==> src/rtl/any1_pkg.sv <==
// Shared types for the any1 core: value and instruction formats, bitfield
// function codes and the reservation-station entry state.
package any1_pkg;

  localparam int VALUE_W = 64;

  typedef logic [VALUE_W-1:0] value_t;

  typedef enum logic [2:0] {
    BF_SET  = 3'd0,
    BF_CLR  = 3'd1,
    BF_CHG  = 3'd2,
    BF_INS  = 3'd3,
    BF_EXT  = 3'd4,
    BF_EXTU = 3'd5,
    BF_FFO  = 3'd6
  } bf_func_e;

  typedef struct packed {
    logic [4:0] opcode;
    bf_func_e   func;
  } instruction_t;

  typedef enum logic [1:0] {
    RSE_FREE = 2'd0,
    RSE_WAIT = 2'd1,
    RSE_RDY  = 2'd2
  } rse_state_e;

endpackage

==> src/rtl/any1_bfu_rse.sv <==
// One bitfield reservation-station entry: captures operands at dispatch,
// snoops the CDB for missing ones and tracks its relative age.
module any1_bfu_rse
  import any1_pkg::*;
#(
  parameter int DWIDTH = 64,
  parameter int TAGW   = 5
) (
  input  logic                   clk_i,
  input  logic                   rst_ni,
  input  logic                   flush_i,
  input  logic                   load_i,
  input  logic                   issue_i,
  input  logic                   age_i,
  input  logic                   age_clr_i,
  input  instruction_t           inst_i,
  input  logic [TAGW-1:0]        rob_i,
  input  logic [3:0][DWIDTH-1:0] src_val_i,
  input  logic [3:0][TAGW-1:0]   src_tag_i,
  input  logic [3:0]             src_rdy_i,
  input  logic                   cdb_v_i,
  input  logic [TAGW-1:0]        cdb_tag_i,
  input  logic [DWIDTH-1:0]      cdb_val_i,
  output rse_state_e             state_o,
  output logic                   age_o,
  output instruction_t           inst_o,
  output logic [TAGW-1:0]        rob_o,
  output logic [3:0][DWIDTH-1:0] val_o
);

  rse_state_e             state_r;
  logic                   age_r;
  instruction_t           inst_r;
  logic [TAGW-1:0]        rob_r;
  logic [3:0][DWIDTH-1:0] val_r;
  logic [3:0][TAGW-1:0]   tag_r;
  logic [3:0]             have_r;

  logic [3:0]             load_have_s;
  logic [3:0][DWIDTH-1:0] load_val_s;
  logic [3:0]             wake_have_s;
  logic [3:0][DWIDTH-1:0] wake_val_s;

  // Operand presence/value as seen by a dispatch and by a waiting entry this cycle
  always_comb begin
    load_have_s = 4'b0000;
    load_val_s  = '0;
    wake_have_s = 4'b0000;
    wake_val_s  = '0;
    for (int i = 0; i < 4; i++) begin
      load_have_s[i] = src_rdy_i[i] | (cdb_v_i & (cdb_tag_i == src_tag_i[i]));
      if (src_rdy_i[i]) load_val_s[i] = src_val_i[i];
      else              load_val_s[i] = cdb_val_i;
      wake_have_s[i] = have_r[i] | (cdb_v_i & (cdb_tag_i == tag_r[i]));
      if (have_r[i]) wake_val_s[i] = val_r[i];
      else           wake_val_s[i] = cdb_val_i;
    end
  end

  // Entry state: flush beats dispatch, dispatch and issue are mutually exclusive
  always_ff @(posedge clk_i or negedge rst_ni) begin
    if (!rst_ni) begin
      state_r <= RSE_FREE;
      age_r   <= 1'b0;
      inst_r  <= '0;
      rob_r   <= '0;
      val_r   <= '0;
      tag_r   <= '0;
      have_r  <= 4'b0000;
    end else if (flush_i) begin
      state_r <= RSE_FREE;
      age_r   <= 1'b0;
    end else if (load_i) begin
      state_r <= (&load_have_s) ? RSE_RDY : RSE_WAIT;
      age_r   <= age_i;
      inst_r  <= inst_i;
      rob_r   <= rob_i;
      tag_r   <= src_tag_i;
      have_r  <= load_have_s;
      val_r   <= load_val_s;
    end else if (issue_i) begin
      state_r <= RSE_FREE;
      age_r   <= 1'b0;
    end else begin
      if (age_clr_i) age_r <= 1'b0;
      case (state_r)
        RSE_WAIT: begin
          have_r  <= wake_have_s;
          val_r   <= wake_val_s;
          state_r <= (&wake_have_s) ? RSE_RDY : RSE_WAIT;
        end
        default: ;
      endcase
    end
  end

  assign state_o = state_r;
  assign age_o   = age_r;
  assign inst_o  = inst_r;
  assign rob_o   = rob_r;
  assign val_o   = val_r;

endmodule

==> src/rtl/any1_bfu_station.sv <==
// Two-entry reservation station in front of the external bitfield unit, with
// oldest-ready issue and a single held result register.
module any1_bfu_station
  import any1_pkg::*;
#(
  parameter int DWIDTH = 64,
  parameter int TAGW   = 5
) (
  input  logic                   clk_i,
  input  logic                   rst_ni,
  input  logic                   flush_i,
  input  logic                   disp_v_i,
  output logic                   disp_rdy_o,
  input  instruction_t           disp_inst_i,
  input  logic [TAGW-1:0]        disp_rob_i,
  input  logic [3:0][DWIDTH-1:0] src_val_i,
  input  logic [3:0][TAGW-1:0]   src_tag_i,
  input  logic [3:0]             src_rdy_i,
  input  logic                   cdb_v_i,
  input  logic [TAGW-1:0]        cdb_tag_i,
  input  logic [DWIDTH-1:0]      cdb_val_i,
  output instruction_t           bf_inst_o,
  output logic [DWIDTH-1:0]      bf_a_o,
  output logic [DWIDTH-1:0]      bf_b_o,
  output logic [DWIDTH-1:0]      bf_c_o,
  output logic [DWIDTH-1:0]      bf_d_o,
  input  logic [DWIDTH-1:0]      bf_o_i,
  output logic                   res_v_o,
  output logic [TAGW-1:0]        res_tag_o,
  output logic [DWIDTH-1:0]      res_val_o,
  input  logic                   res_ack_i
);

  rse_state_e             state_s [2];
  logic                   age_s   [2];
  instruction_t           inst_s  [2];
  logic [TAGW-1:0]        rob_s   [2];
  logic [3:0][DWIDTH-1:0] val_s   [2];

  logic [1:0] free_s, rdy_s, load_s, issue_s, age_in_s;
  logic       disp_fire_s, sel_s, fire_s;

  logic              res_v_r;
  logic [TAGW-1:0]   res_tag_r;
  logic [DWIDTH-1:0] res_val_r;

  // Dispatch slot choice and oldest-ready issue selection (age bit 1 = younger)
  always_comb begin
    for (int i = 0; i < 2; i++) begin
      free_s[i] = (state_s[i] == RSE_FREE);
      rdy_s[i]  = (state_s[i] == RSE_RDY);
    end
    disp_fire_s = disp_v_i & (|free_s);
    load_s[0]   = disp_fire_s & free_s[0];
    load_s[1]   = disp_fire_s & ~free_s[0] & free_s[1];
    sel_s       = rdy_s[1] & (~rdy_s[0] | age_s[0]);
    fire_s      = (|rdy_s) & (~res_v_r | res_ack_i);
    issue_s[0]  = fire_s & ~sel_s;
    issue_s[1]  = fire_s & sel_s;
    age_in_s[0] = ~free_s[1] & ~issue_s[1];
    age_in_s[1] = ~free_s[0] & ~issue_s[0];
  end

  for (genvar g = 0; g < 2; g++) begin : g_rse
    any1_bfu_rse #(.DWIDTH(DWIDTH), .TAGW(TAGW)) u_rse (
      .clk_i     (clk_i),
      .rst_ni    (rst_ni),
      .flush_i   (flush_i),
      .load_i    (load_s[g]),
      .issue_i   (issue_s[g]),
      .age_i     (age_in_s[g]),
      .age_clr_i (issue_s[1-g]),
      .inst_i    (disp_inst_i),
      .rob_i     (disp_rob_i),
      .src_val_i (src_val_i),
      .src_tag_i (src_tag_i),
      .src_rdy_i (src_rdy_i),
      .cdb_v_i   (cdb_v_i),
      .cdb_tag_i (cdb_tag_i),
      .cdb_val_i (cdb_val_i),
      .state_o   (state_s[g]),
      .age_o     (age_s[g]),
      .inst_o    (inst_s[g]),
      .rob_o     (rob_s[g]),
      .val_o     (val_s[g])
    );
  end

  // Selected entry drives the bitfield unit; idle station drives zeros
  always_comb begin
    bf_inst_o = '0;
    bf_a_o    = '0;
    bf_b_o    = '0;
    bf_c_o    = '0;
    bf_d_o    = '0;
    if (|rdy_s) begin
      bf_inst_o = inst_s[sel_s];
      bf_a_o    = val_s[sel_s][0];
      bf_b_o    = val_s[sel_s][1];
      bf_c_o    = val_s[sel_s][2];
      bf_d_o    = val_s[sel_s][3];
    end else begin
      bf_inst_o = '0;
    end
  end

  // Result register: held until acked, flush drops it
  always_ff @(posedge clk_i or negedge rst_ni) begin
    if (!rst_ni) begin
      res_v_r   <= 1'b0;
      res_tag_r <= '0;
      res_val_r <= '0;
    end else if (flush_i) begin
      res_v_r <= 1'b0;
    end else if (fire_s) begin
      res_v_r   <= 1'b1;
      res_tag_r <= rob_s[sel_s];
      res_val_r <= bf_o_i;
    end else if (res_ack_i) begin
      res_v_r <= 1'b0;
    end
  end

  assign disp_rdy_o = |free_s;
  assign res_v_o    = res_v_r;
  assign res_tag_o  = res_tag_r;
  assign res_val_o  = res_val_r;

endmodule

==> config.mk <==
export PLATFORM = sky130hd
export DESIGN_NAME = any1_bfu_station
export DESIGN_NICKNAME = d
export VERILOG_FILES = /design/src/rtl/any1_pkg.sv /design/src/rtl/any1_bfu_rse.sv /design/src/rtl/any1_bfu_station.sv
export SDC_FILE = /design/constraint.sdc
export NUM_CORES = 2
export LEC_CHECK = 0
export CAP_MARGIN = 0
export CORE_AREA = 2 2 302 304
export DETAILED_ROUTE_END_ITERATION = 10
export DIE_AREA = 0 0 304 306
export PLACE_DENSITY = 0.63
export SYNTH_ARGS = -nofsm -noshare
export SYNTH_HDL_FRONTEND = slang
export SYNTH_SLANG_ARGS = --single-unit
==> constraint.sdc <==
create_clock -name clk_i -period 2.3 [get_ports clk_i]
set_input_delay 0.46 -clock clk_i [delete_from_list [all_inputs] [get_ports clk_i]]
set_output_delay 0.46 -clock clk_i [all_outputs]
set_load 0.03 [all_outputs]
* After elaboration in Yosys (flattened, before gate mapping)
Cells that the tools add are included.
** Word-level totals
- Logic and storage cells :: 182
- Bits of input ports :: 432
- Bits in registers :: 661
- Output and inout port bits :: 335
** Operators by class
- Reduce and logical (&&, ||, !) cells :: 26
- Order comparisons :: 1
- Equal/unequal tests :: 26
- Muxes and demuxes :: 56
- Bitwise gates (word level) :: 43
** Operators by type and width (number)
- 256-bit 2-to-1 mux :: 9
- 64-bit 2-to-1 mux :: 16
- 5-bit equality test :: 12
- 4-bit AND reduction :: 11
- 8-bit 2-to-1 mux :: 4
- 4-bit 2-to-1 mux :: 6
- 2-bit 2-to-1 mux :: 11
- 1-bit AND :: 21
- 2-bit by 1-bit inequality test with 1-bit output (second input constant) :: 10
- 5-bit 2-to-1 mux :: 3
- 1-bit bitwise OR :: 14
- 4-bit nonzero test :: 3
- 1-bit 2-to-1 mux :: 7
- 1-bit NOT :: 7
- 2-bit AND reduction :: 3
- 3-bit AND reduction :: 2
- 2-bit by 1-bit equality test with 1-bit output (second input constant) :: 2
- 2-bit equality test (second input constant) :: 2
- 2-bit logical NOT :: 2
- 2-bit nonzero test :: 2
- 2-bit OR reduction :: 2
- 3-bit nonzero test :: 1
- 2-bit >= comparator (second input constant) :: 1
- 1-bit NOT with 2-bit output :: 1

* Depth between registers and ports, before layout
- Depth in word-level cells :: 9
- Mapped depth :: 10

* Modules after synthesis
Synthesis repeated with hierarchy kept, for this count alone.
** Unflattened totals
- Cells, all modules :: 3697
- Area, all modules :: 34685.8 um2
** By module, submodules not included
- any1_bfu_rse :: cells each 1286, instances 2, seq. area each 7407.1 um2, area each 13670.6 um2
- any1_bfu_station :: cells each 1125, instances 1, seq. area each 1751.7 um2, area each 7344.5 um2

* Least setup slack after synthesis
OpenSTA, ideal clock, no wires.
- Path type :: reg2out
- Start point :: register g_rse[0].u_rse.state_r[0]
- End point :: output port bf_a_o[0]
- Arrival time :: 1.751 ns
- Cell stages (with the launch flop) :: 7
- Slack :: 0.089 ns
- Cell sequence :: dfrtp_1 -> nand2b_1 -> o21ai_1 -> buf_2 -> clkbuf_1 -> nand3_1 -> nand2_1
** Between the ends
- Word-level cells in the longest chain between the ends :: 9
** RTL lines
- from (decl) :: line any1_bfu_rse.sv:31 : rse_state_e state_r;
- from (signal assigned) :: line any1_bfu_rse.sv:74 : state_r <= (&load_have_s) ? RSE_RDY : RSE_WAIT;
- from (signal assigned) :: line any1_bfu_rse.sv:90 : state_r <= (&wake_have_s) ? RSE_RDY : RSE_WAIT;
- 2-bit equality test (*) :: line any1_bfu_station.sv:51 : rdy_s[i] = (state_s[i] == RSE_RDY);
- 1-bit NOT :: line any1_bfu_station.sv:56 : sel_s = rdy_s[1] & (~rdy_s[0] | age_s[0]);
- 1-bit bitwise OR :: line any1_bfu_station.sv:56
- 1-bit AND :: line any1_bfu_station.sv:56
- 1-bit NOT with 2-bit output (implied by the code) :: line any1_bfu_station.sv:98 : bf_a_o = val_s[sel_s][0];
- 256-bit 2-to-1 mux (3 in series)
- 64-bit 2-to-1 mux (*) :: line any1_bfu_station.sv:96 : if (|rdy_s) begin
- to (decl) :: line any1_bfu_station.sv:23 : output logic [DWIDTH-1:0] bf_a_o,
Mark *: on every way between the ends. The rest lies on a longest branch, timed or not. The select of a mux whose other input is x is not followed.

* Worst setup path in the final report
- Start point :: register g_rse[1].u_rse.state_r[0]
- End point :: output port bf_d_o[44]
** Between the ends
- Word-level cells in the longest chain between the ends :: 7
** RTL lines
- from (decl) :: line any1_bfu_rse.sv:31
- from (signal assigned) :: line any1_bfu_rse.sv:74
- from (signal assigned) :: line any1_bfu_rse.sv:90
- 2-bit equality test (*) :: line any1_bfu_station.sv:51
- 1-bit AND :: line any1_bfu_station.sv:56
- 1-bit NOT with 2-bit output (implied by the code) :: line any1_bfu_station.sv:101 : bf_d_o = val_s[sel_s][3];
- 256-bit 2-to-1 mux (implied by the code) (3 in series) :: line any1_bfu_station.sv:101
- 64-bit 2-to-1 mux (*) :: line any1_bfu_station.sv:96
- to (decl) :: line any1_bfu_station.sv:26 : output logic [DWIDTH-1:0] bf_d_o,
Marked as above.

==> flow_summary.toml <==
[power_and_ir_drop]
clkPwrFrac_pct = 30.3
power_density_nw_per_um2 = 820
power_frac_seq_pct = 44.2
switching_share_pct = 32.3
power_frac_comb_pct = 25.5
peakVddDrop_mv = 0.490
power_leakage_nw = 23.4
p_int_mw = 27.8
power_switching_mw = 13.3

[global_routing]
grt_pass1_vias = 30628
antenna_found_initial = 25
grt_pass1_wl_um = 200000
met3_usage_pct = 5.11
grt_overflow_total = 0
grt_util_all_layers_pct = 28.2
grt_use_met1_pct = 36.4
top_usage_layer = "met2"
gr-usage-met2_pct = 47.2
grt_max_degree = 75

[drt]
drcViolationCount = 0
wire_per_inst_um = 24.0
routed_via_density = 5.38
first_iter_violations = 2455
drt-pass1-iter-count = 5
routed_wirelength_um = 138000
postRouteAntennaNets = 0
vias = 30811

[critical_path]
cp-start-kind = "flip-flop"
startpoint = "g_rse[1].u_rse.state_o[0]"
timing.rr.start = "g_rse[0].u_rse.state_o[1]"
crit_arrival_ps = 2380
r2r_cells = 9
critPathRequiredTime_ps = 1840
worstSetupPathType = "flip-flop to primary output"
critical_path_peak_fanout = 24
r2r_end = "g_rse[1].u_rse.val_o[42]"
cp_slowest_cell = "dfrtp_1"
crit_chain = "nor2b_4, buf_4, o21a_4, buf_12, buf_12, nand2_1, nand2_1, buf_4"
cp-endpoint = "bf_d_o[44]"
r2r_slack_ps = 30
critPathCaptureType = "primary output"
slowest_delay_ps = 410

[logic_synthesis]
ys_seq_area_share_pct = 48.8
synth_cell_types = 45
synth_top_flop_cell = "dfrtp_1"
synth_cells = 3658
ys_async_sr_fraction_pct = 100
synth_area_um2 = 33900
yosysWarnings = 0
synth-seq-cells = 661
syn-num-nets = 4090
avgSynthCellArea_um2 = 9.26
synth_edf_count = 0

[final_layout]
finish.utilization_pct = 55.9
area_delta_synth_final_pct = 47.8
final_common_cell = "dfrtp_1"
nets = 4911
seq_area_um2 = 16500
mostFrequentLayoutCells = "660 x dfrtp_1, 657 x nand2_1, 512 x mux2i_1, 501 x clkdlybuf4s50_1, 275 x nor2_1"
nFillCells = 7853
drive_gt1_share_pct = 24.3
multi_input_area_um2 = 16900
instances_no_fill = 5729

[timing]
drv_slew = 0
rsz0062_at_grt = "yes"
worst_slack_ps = -544
setup_viol_count_final = 265
hold_viol = 0
finalCriticalPeriod_ps = 2840
tightestPinTransition_ps = 568
skew_ps = 18.1
finalCritPeriodShare_pct = 124
tns_ps = -111650
max_slew_margin_pct = 62.0
fmax_mhz = 352

[run_status]
violations = "setup timing"
status = "complete, but fails checks"

[clock_tree]
cts.path.max_buffers = 3
clk_pin_slew_ps = 60
cts_root_buffer = "clkbuf_16"
htree_levels = 3
clock_latency_ps = 640
cts_made_buffers = 78
cts_sinks = 661
tritoncts = "yes"

[die]
initial_core_util_pct = 37.8
io_pins = 767
rows = 110
dieArea_um2 = 93000
core_um2 = 89600
die_w_um = 304
die_y_um = 306

[place]
gp_congestion = 0.897
io_buffers = 766
place_inst = 5502
hpwl_um = 94500

[flow_run]
cap_viol_max_count = 0

[worst_hold_path]
hold_class = "primary input to asynchronous set/reset pin"
## per-stage QoR
stage | worst slack [ps] | area [µm²] | power, mW | hold WS [ps]
finish | -544 | 50100 | 41.0 | 316
global route | -598 | 50100 | 43.2 | 325
CTS | -511 | 48500 | 41.0 | 306
detailed placement | -409 | 44200 | 28.3 | 393
global placement | -448 | 44200 | 27.9 | 387
floorplan | 89.0 | 33900 | 23.7 | 164
## timing repair
action                                  4_1_cts  5_1_grt
resized for setup                           273      244
pin swaps                                    63       65
hold buffers                                  1        0
gates cloned                                 16       19
endpoints found under the hold margin        27        0
endpoints found under the setup margin      265      275
buffers inserted                             27       12
## worst max-delay path: cells and delay by family (launching register included)
kind / cells / cell delay, ps
flip-flops: 1 / 410
AO/OA/AOI/OAI: 1 / 230
buffers and inverters: 4 / 720
AND/OR/NAND/NOR: 3 / 370
## power by group through the flow
stage	registers (mW)	logic (mW)	clock network, mW
CTS	18.0	10.4	12.6
detailed placement	18.1	10.2	0
global placement	18.0	9.95	0
global route	18.7	11.5	13.1
finish	18.1	10.5	12.5
floorplan	18.4	5.26	0
## routing by layer
metal | routed length (µm) | share of wire (%)
met2 | 67200 | 49
met1 | 56600 | 41
met5 | 131 | 0.095
met3 | 9240 | 6.7
met4 | 4630 | 3.4
## cells by family after synthesis
group / count (synthesis) / share of synthesized area (%)
xor gates and xnor gates: 60 / 1.55
muxes: 642 / 19.4
DFF: 661 / 48.8
and+or+nand+nor: 1385 / 16.7
AOI/OAI and AO/OA: 566 / 8.58
buffers and inverters: 344 / 4.91
## registers in the layout, summed over array words and instances, names as in the netlist
name / flops
g_rse.u_rse.tag_r: 40
res_tag_o: 5
g_rse.u_rse.val_o: 512
g_rse.u_rse.inst_o: 16
g_rse.u_rse.state_o: 4
g_rse.u_rse.have_r: 8
g_rse.u_rse.rob_o: 10
g_rse.u_rse.age_o: 1
res_val_o: 64
res_v_o: 1
## cells in the mapped netlist (2+ instances only)
library cell	n	area [µm²]
and3_1	4	25.0
o21ai_1	34	170
dfrtp_1	661	16500
nor3_1	3	15.0
buf_6	16	180
a21o_1	4	30.0
nor2b_1	4	25.0
buf_2	102	510
nor4_1	13	81.3
nor2_1	277	1040
and2_1	2	12.5
nand3_1	265	1330
a21oi_1	270	1350
mux2_2	130	1460
nand2b_1	2	12.5
xnor2_1	12	105
nand2_4	2	22.5
buf_8	2	30.0
inv_1	2	7.51
buf_4	24	180
a31o_2	4	35.0
clkbuf_1	191	717
buf_1	5	18.8
nand2_1	807	3030
a31oi_1	12	75.1
o21ai_0	233	1170
xor2_1	48	420
mux2i_1	512	5120
## final cells by class
type                    instances  share of cell area, %
flip-flops and latches        661                   33.0
well taps                    1176                   2.94
inverters                       2                 0.0150
diodes                         16                 0.0800
repair buffers               1083                   25.2
multi-input cells            2653                   33.7
clock buffers                 112                   4.56
clock inverters                26                  0.517
## how the worst min path moves through the flow
stage | startpoint | to | slack, ps | depth (start not counted)
2_1_floorplan | rst_ni | g_rse[0].u_rse.age_o | 160 | 0
3_3_place_gp | rst_ni | g_rse[1].u_rse.val_o[38] | 390 | 1
3_5_place_dp | rst_ni | g_rse[1].u_rse.val_o[39] | 390 | 1
4_1_cts | rst_ni | g_rse[1].u_rse.val_o[39] | 310 | 2
5_1_grt | rst_ni | g_rse[1].u_rse.val_o[38] | 330 | 2
6_report | rst_ni | g_rse[1].u_rse.val_o[39] | 320 | 2
(Power assumes the default switching activity.)
